[config.mk]
export PLATFORM = sky130hd
export DESIGN_NAME = serial_subtractor
export DESIGN_NICKNAME = d
export VERILOG_FILES = /design/src/rtl/serial_subtractor.sv
export SDC_FILE = /design/constraint.sdc
export NUM_CORES = 1
export LEC_CHECK = 0
export ABC_AREA = 0
export CELL_PAD_IN_SITES_DETAIL_PLACEMENT = 0
export CELL_PAD_IN_SITES_GLOBAL_PLACEMENT = 2
export CORE_MARGIN = 2
export CORE_UTILIZATION = 30
export CTS_BUF_LIST = sky130_fd_sc_hd__clkbuf_8
export CTS_CLUSTER_DIAMETER = 100
export DETAILED_ROUTE_END_ITERATION = 8
export GPL_ROUTABILITY_DRIVEN = 0
export PLACE_DENSITY = 0.8
export REMOVE_ABC_BUFFERS = 1
export SYNTH_ARGS = -nofsm -noshare
export SYNTH_HDL_FRONTEND = slang
export SYNTH_SLANG_ARGS = --single-unit
[constraint.sdc]
create_clock -name clk -period 4.1 [get_ports clk]
set_clock_uncertainty 0.1 [all_clocks]
set_input_delay 0.615 -clock clk [delete_from_list [all_inputs] [get_ports clk]]
set_output_delay 0.615 -clock clk [all_outputs]
set_load 0.01 [all_outputs]
[src/rtl/serial_subtractor.sv]
// Bit-serial a - b, LSB first, one bit per clock with a single registered borrow.
// start/done handshake; diff, bout, ovf and zero are registered and held between operations.
module serial_subtractor #(
  parameter int unsigned WIDTH = 8
) (
  input  logic             clk,
  input  logic             rst_n,
  input  logic             start,
  input  logic [WIDTH-1:0] a,
  input  logic [WIDTH-1:0] b,
  output logic             busy,
  output logic             done,
  output logic [WIDTH-1:0] diff,
  output logic             bout,
  output logic             ovf,
  output logic             zero
);

  localparam int unsigned CntW = (WIDTH > 1) ? $clog2(WIDTH) : 1;
  localparam logic [CntW-1:0] CntLast = CntW'(WIDTH - 1);

  typedef enum logic [1:0] {StIdle, StRun, StDone} state_e;

  state_e           state_q, state_d;
  logic [WIDTH-1:0] sa_q, sa_d;
  logic [WIDTH-1:0] sb_q, sb_d;
  logic [WIDTH-1:0] wr_q, wr_d;
  logic             br_q, br_d;
  logic [CntW-1:0]  cnt_q, cnt_d;
  logic             amsb_q, amsb_d;
  logic             bmsb_q, bmsb_d;
  logic [WIDTH-1:0] diff_q, diff_d;
  logic             bout_q, bout_d;
  logic             ovf_q, ovf_d;
  logic             zero_q, zero_d;

  logic             dbit;
  logic             br_next;
  logic [WIDTH-1:0] wr_shift;

  // Full-subtractor slice on the current LSBs.
  always_comb begin
    dbit     = sa_q[0] ^ sb_q[0] ^ br_q;
    br_next  = (~sa_q[0] & sb_q[0]) | (~(sa_q[0] ^ sb_q[0]) & br_q);
    wr_shift = {dbit, wr_q[WIDTH-1:1]};
  end

  always_comb begin
    state_d = state_q;
    sa_d    = sa_q;
    sb_d    = sb_q;
    wr_d    = wr_q;
    br_d    = br_q;
    cnt_d   = cnt_q;
    amsb_d  = amsb_q;
    bmsb_d  = bmsb_q;
    diff_d  = diff_q;
    bout_d  = bout_q;
    ovf_d   = ovf_q;
    zero_d  = zero_q;

    case (state_q)
      StIdle, StDone: begin
        if (start) begin
          sa_d    = a;
          sb_d    = b;
          amsb_d  = a[WIDTH-1];
          bmsb_d  = b[WIDTH-1];
          wr_d    = '0;
          br_d    = 1'b0;
          cnt_d   = '0;
          state_d = StRun;
        end else begin
          state_d = StIdle;
        end
      end

      StRun: begin
        sa_d = sa_q >> 1;
        sb_d = sb_q >> 1;
        wr_d = wr_shift;
        br_d = br_next;
        if (cnt_q == CntLast) begin
          // Last bit: publish the completed word, including this cycle's difference bit.
          cnt_d   = '0;
          diff_d  = wr_shift;
          bout_d  = br_next;
          zero_d  = ~|wr_shift;
          ovf_d   = (amsb_q != bmsb_q) && (wr_shift[WIDTH-1] != amsb_q);
          state_d = StDone;
        end else begin
          cnt_d = cnt_q + CntW'(1);
        end
      end

      default: state_d = StIdle;
    endcase
  end

  always_ff @(posedge clk) begin
    if (!rst_n) begin
      state_q <= StIdle;
      sa_q    <= '0;
      sb_q    <= '0;
      wr_q    <= '0;
      br_q    <= 1'b0;
      cnt_q   <= '0;
      amsb_q  <= 1'b0;
      bmsb_q  <= 1'b0;
      diff_q  <= '0;
      bout_q  <= 1'b0;
      ovf_q   <= 1'b0;
      zero_q  <= 1'b0;
    end else begin
      state_q <= state_d;
      sa_q    <= sa_d;
      sb_q    <= sb_d;
      wr_q    <= wr_d;
      br_q    <= br_d;
      cnt_q   <= cnt_d;
      amsb_q  <= amsb_d;
      bmsb_q  <= bmsb_d;
      diff_q  <= diff_d;
      bout_q  <= bout_d;
      ovf_q   <= ovf_d;
      zero_q  <= zero_d;
    end
  end

  assign busy = (state_q == StRun);
  assign done = (state_q == StDone);
  assign diff = diff_q;
  assign bout = bout_q;
  assign ovf  = ovf_q;
  assign zero = zero_q;

endmodule
==> Word level (Yosys, flattened, before mapping) <==
Cells that the tools add are included.
{ "word_totals": {"ram_bits": 0, "romBits": 0, "regBits": 43, "wordCells": 50, "memories": 0, "output_inout_bits": 13, "latchBits": 0, "in_bits": 19} }
{ "op_classes": {"n_mul": 0, "mux": 14, "eq_ne": 7, "magnitude_cmp": 0, "bitwise_logic": 7, "addsub": 1, "shift": 0, "n_div": 0, "reduce_logical": 9} }
{ "op_table": {"columns": ["operator", "n"], "rows": [
  ["one-hot mux 8 bit (2 select lines)", 3],
  ["two-way mux 8 bit", 3],
  ["OR reduction 8 bit", 1],
  ["two-way mux 3 bit", 2],
  ["one-hot mux 3 bit (2 select lines)", 1],
  ["AND reduction 2 bit", 3],
  ["one-hot mux 2 bit (2 select lines)", 1],
  ["adder 3 x 1 -> 3 bit, second input constant", 1],
  ["equality test 3 bit, second input constant", 1],
  ["bitwise AND 1 bit", 2],
  ["equality test 2 x 1 -> 1 bit, second input constant", 1],
  ["equality test 2 bit, second input constant", 1],
  ["zero test 2 bit", 1],
  ["two-way mux 1 bit", 2],
  ["two-way mux 2 bit", 1],
  ["inequality test 1 bit", 2],
  ["inequality test 2 x 1 -> 1 bit, second input constant", 1],
  ["inequality test 2 bit, second input constant", 1],
  ["NOT 1 bit", 2],
  ["one-hot mux 1 bit (2 select lines)", 1],
  ["nonzero test 2 bit", 1],
  ["OR reduction 2 bit", 1],
  ["bitwise XOR 1 bit", 2],
  ["logical AND 1 bit", 1],
  ["2 further kinds", 2]
]} }

==> Logic depth before layout (Yosys ltp) <==
{ "depth": {"depth_word": 5, "mapped_depth": 7, "ltp_nobuf": 5} }

==> Least setup slack after synthesis <==
No wires, ideal clock.
{ "synth_timing": {"path_kind": "reg2reg", "startpoint": "register sa_q[0]", "endpoint": "register ovf_q (netlist: ovf)", "arrival_time_ns": 1.500, "setup_time_ns": 0.074, "required_time_ns": 3.926, "n_path_buf": 0, "period_less_slack_ns": 1.674, "slack_ns": 2.426, "path_stages_with_launch": 5, "path_cell_list": "dfxtp_1 -> inv_1 -> fa_1 -> or3b_2 -> a31oi_1"} }
{ "synth_between": {"elab_chain_len": 4} }
{ "synth_rtl": {"columns": ["element", "line", "source"], "rows": [
  ["start: declaration", "25", "logic [WIDTH-1:0] sa_q, sa_d;"],
  ["start signal: assignment", "103", "sa_q <= '0;"],
  ["start signal: assignment", "116", "sa_q <= sa_d;"],
  ["bitwise XOR 1 bit (2 in a row)", "43", "dbit = sa_q[0] ^ sb_q[0] ^ br_q;"],
  ["inequality test 1 bit", "89", "ovf_d = (amsb_q != bmsb_q) && (wr_shift[WIDTH-1] != amsb_q);"],
  ["logical AND 1 bit", "89", null],
  ["end signal: assignment", "125", "ovf_q <= ovf_d;"],
  ["end: declaration", "34", "logic ovf_q, ovf_d;"]
]} }
Every way passes these cells.
A chain may end at the register's enable or synchronous reset.

==> Final worst setup path <==
{ "layout_timing": {"startpoint": "register state_q[0]", "endpoint": "output busy"} }
{ "layout_between": {"elab_chain_len": 1} }
{ "layout_rtl": {"columns": ["element", "line", "source"], "rows": [
  ["start: declaration", "24", "state_e state_q, state_d;"],
  ["start signal: assignment", "102", "state_q <= StIdle;"],
  ["start signal: assignment", "115", "state_q <= state_d;"],
  ["equality test 2 x 1 -> 1 bit", "130", "assign busy = (state_q == StRun);"],
  ["end: declaration", "11", "output logic busy,"]
]} }
Every way passes these cells.

==> results <==
- The flow ran to the end, and the final reports show no timing, DRC or antenna violations.
- The detail-routed via count per cell is 4.80.
- Compared with the post-synthesis result, the final layout area differs by 23.8%.
- After clock tree synthesis, the clock-pin slew on the worst setup and hold paths is 0.08 ns.
- After routing, the total negative slack on setup checks comes to 0 ns.
- The finished layout holds 308 standard cells, fillers aside.
- The fraction of synthesized cell area in xor and xnor cells is 0.
- TritonCTS built the clock tree.
- The first TritonRoute pass finished after 4 iterations.
- At the later pin of the worst-skew pair, clock insertion delay measures 0.29 ns.
- The cell with the most instances after synthesis is sky130_fd_sc_hd__nand2_1.
- For the pin with the worst max-slew slack, the measured transition is 1.00 ns.
- The number of routed nets with antenna violations is 0.
- VDD sags by at most 0.148 mV.
- For this run, the slowest stage of the critical path takes 0.57 ns.
- The final number of setup-violating endpoints is 0.
- The launching instance or port of the critical path is state_q[0].
- The total die area is 0.00654 sq mm.
- Yosys attributes the largest share of cell area to sky130_fd_sc_hd__dfxtp_1 (47%), sky130_fd_sc_hd__nand2_1 (12%), sky130_fd_sc_hd__a31oi_1 (5.6%), sky130_fd_sc_hd__a21boi_1 (5.1%), sky130_fd_sc_hd__o21ai_0 (4.5%).
- The worst setup path is of the flop to output pin kind.
- In the synthesized netlist, the cells that appear most often are sky130_fd_sc_hd__nand2_1 (58), sky130_fd_sc_hd__dfxtp_1 (42), sky130_fd_sc_hd__a31oi_1 (16), sky130_fd_sc_hd__o21ai_0 (16), sky130_fd_sc_hd__a21boi_1 (12).
- The internal portion of the total power is 0.604 mW.
- Grouping stages by cell kind, the critical path spends the most delay in buffers and inverters.
- The switching power is a little over 0.2 mW.
- The TritonCTS sink count is 42.
- The number of buffers inserted by post-CTS setup repair is 0.
- The worst register-to-register path begins at sa_q[0].
- The HPWL after detailed placement is between 2000 and 2500 um.
- The mean routed wirelength per cell is around 12 um.
- Measured against its own limit, the worst slew margin works out to 0.331.
- The sequential area share after synthesis is 0.475.
- The routed wire length is about 3600 um.
- The number of design rule violations left after detail routing is 0.
- The placement-stage cell area is 0.00210 sq mm.
- Counting flops with a built-in enable in the synthesized netlist gives 0.
- Derived from the worst setup path, the maximum achievable clock frequency is 433 MHz.
- The number of max-capacitance violations reported is 0.
- In this run the clock root is driven by a sky130_fd_sc_hd__clkbuf_8.
- The largest net degree at the start of global routing is between 40 and 50.
- The number of antenna violations at the first check in global routing is 0.
- Of the total synthesized cell area, the portion taken by full adders, half adders and majority gates is 0.0367.
- The share of total power dissipated in sequential elements is 0.543.
- The combinational fraction of design power is 0.118.
- The final layout contains 258 nets.
- The count of instances resized after the clock tree is built is 0.
- For this configuration, the core starts out at a cell density of 0.316.
- By area, the combinational part of the netlist is dominated by simple AND/OR/NAND/NOR gates.
- The number of buffers added by the clock tree synthesis step is 5.
- The hold violation count in the final report is 0.
- In this run the core area contains 27 standard-cell rows.
- The top-level port count is 32.
- For this design the static power due to leakage is 0.791 nW.
- The compound-gate portion of the synthesized area is 0.201.
- The number of H-tree branching levels is 2.
- In this run the critical register-to-register path is captured at ovf.
- The initial detailed-routing violation count is 38.
- The simple-gate share of the synthesized area is 0.223.
- The distinct cell type count of the synthesized netlist is 29.
- STA classifies the critical path endpoint as an output pin.
- Setup repair after global routing left no endpoint under its margin.
- The quantity of I/O buffers inserted on ports is 31.
- At the placement stage, the worst setup path has a slack of 1.61 ns.
- The share of total power dissipated in the clock network is 0.339.
- The post-synthesis register bit count is 42.
- The max-slew violation count was 0.
- The kind of path behind the tightest hold check is flop to flop.
- From left edge to right edge, the die measures 80.9 um.
- For this design, the CTS-stage hold fixing added 0 buffers.
- The total inserted antenna cells is 0.
- The terminating pin of the worst hold path is diff[4].
- The core area is 0.00561 sq mm.
- Data on the critical path arrives at its endpoint at 1.59 ns.
- The vertical die dimension is ~81 um.
- The portion of netlist area occupied by mux cells is 0.
- The cell type with the highest aggregate area in the netlist is sky130_fd_sc_hd__dfxtp_1.
- Along the worst path, the maximum fanout reaches 10.
- The global-route usage over all layers is 0.120.
- In this run the mean area of a mapped cell was 8.48 sq um.
- The share of the synthesized area in the top cell type is 0.475.
- The signal on the critical path passes through nand2b_1 > inv_2 > clkdlybuf4s50_1.
- The post-route worst setup slack is 1.79 ns.
- The total grt overflow is 0.
- Once layout is complete, the utilization of the core stands at 0.391.
- The number of instances in the synthesized netlist is 209.
- The number of vias in the routed layout is 1478.
- The worst path needs approximately 2.3 ns of the cycle, external delays included.
- The global-route wire length before repair is 6040 um.
- The required arrival time at the worst endpoint is approximately 3.4 ns.
- The share of post-route cells with drive strength above 1 is 0.0551.
- The type of element launching the critical path is a flop.
- Of the total power, the share spent switching nets is 0.251.
- The maximum clock path buffer count is 2.
- The smallest hold slack is about 0.35 ns.
- For the worst flop-to-flop path, the logic depth is 4.
- The mapped cell area is around 0.0018 sq mm.
- The standard cell with the maximum stage delay on the critical path is sky130_fd_sc_hd__clkdlybuf4s50_1.
- The number of buffers and inverters on the critical path is 2.
- Setup slack on the worst reg-to-reg path comes out at 2.33 ns.
- The cell area power density is 368 mW/mm^2.
- For this run, the leading register cell type out of synthesis is sky130_fd_sc_hd__dfxtp_1.
- Counting instances, the worst hold path has a depth of 2.
- The startpoint of the worst hold path is diff[4].
- In the finished design, the share of the clock period the worst path needs comes to 0.563.
- The overall power consumption is 0.806 mW.
- The cell count after placement is 300.
- The via count of the first global-routing pass is ~1300.
- The post-synthesis async set-or-reset flop share is 0.
- The number of warning messages in the yosys log is 0.
- The cell area after layout is ~0.0022 sq mm.
## state kept, by name, indices dropped and copies added, names as in the netlist
name	flops
wr_q	7
ovf	1
bout	1
zero	1
sb_q	8
diff	8
bmsb_q	1
br_q	1
state_q	2
amsb_q	1
sa_q	8
cnt_q	3
## cells in the final DEF (no fill, tap or decap), types with 2 or more instances in the layout
cell | Yosys | final
sky130_fd_sc_hd__clkbuf_8 | 0 | 6
sky130_fd_sc_hd__nand3_1 | 11 | 11
sky130_fd_sc_hd__nand2_1 | 58 | 58
sky130_fd_sc_hd__clkdlybuf4s50_1 | 0 | 31
sky130_fd_sc_hd__o21a_1 | 2 | 2
sky130_fd_sc_hd__nor2_1 | 2 | 2
sky130_fd_sc_hd__o21ai_0 | 16 | 16
sky130_fd_sc_hd__buf_4 | 3 | 4
sky130_fd_sc_hd__and2_1 | 2 | 2
sky130_fd_sc_hd__fa_1 | 2 | 2
sky130_fd_sc_hd__a31oi_1 | 16 | 16
sky130_fd_sc_hd__nor2b_1 | 3 | 3
sky130_fd_sc_hd__nand3b_1 | 2 | 2
sky130_fd_sc_hd__nand2b_1 | 2 | 2
sky130_fd_sc_hd__a21boi_1 | 12 | 12
sky130_fd_sc_hd__a21boi_0 | 8 | 8
sky130_fd_sc_hd__nor4_1 | 2 | 2
sky130_fd_sc_hd__dfxtp_1 | 42 | 42
sky130_fd_sc_hd__inv_1 | 3 | 4
sky130_fd_sc_hd__ha_1 | 2 | 2
## worst register-to-register path: cells and delay by family (launching register included)
kind                       cells  cell delay [ns]
AOI/OAI and AO/OA              1             0.16
and+or+nand+nor                1             0.45
adders and majority gates      1             0.52
DFF                            1             0.38
buffers and inverters          1             0.08
## area by class of cell
class	instances	area, sq um
fillers	619	3410
flip-flops and latches	42	841
multi-input cells	147	816
repair buffers	35	340
well taps	72	90.1
clock buffers	6	82.6
inverters	4	15.0
clock inverters	2	8.76
## worst max-delay path by stage
stage | end | slack [ns] | cells past startpoint
finish | busy | 1.79 | 3
floorplan | busy | 2.06 | 2
global placement | cnt_q[1] | 1.67 | 3
CTS | busy | 1.76 | 3
detailed placement | cnt_q[1] | 1.61 | 3
global route | busy | 1.67 | 3
## cells by family (layout without fill, tap and decap cells)
logic type | count (synthesis) | in the layout
and+or+nand+nor | 88 | 88
AOI/OAI and AO/OA | 55 | 55
DFF | 42 | 42
buffers and inverters | 20 | 47
adders and majority gates | 4 | 4
## routing by layer
layer	track usage	up-vias	wire, um
li1	-	763	-
met1	0.147	674	1760
met2	0.199	36	1630
met3	0.0300	5	168
met4	0.0508	0	54
met5	0	-	0
## power groups by stage
stage | sequential, mW | combinational [mW] | clock, mW
finish | 0.438 | 0.0949 | 0.273
global route | 0.440 | 0.107 | 0.303
detailed placement | 0.448 | 0.0969 | 0
global placement | 0.447 | 0.0963 | 0
CTS | 0.438 | 0.0975 | 0.284
floorplan | 0.445 | 0.0529 | 0
(Power assumes the default switching activity.)
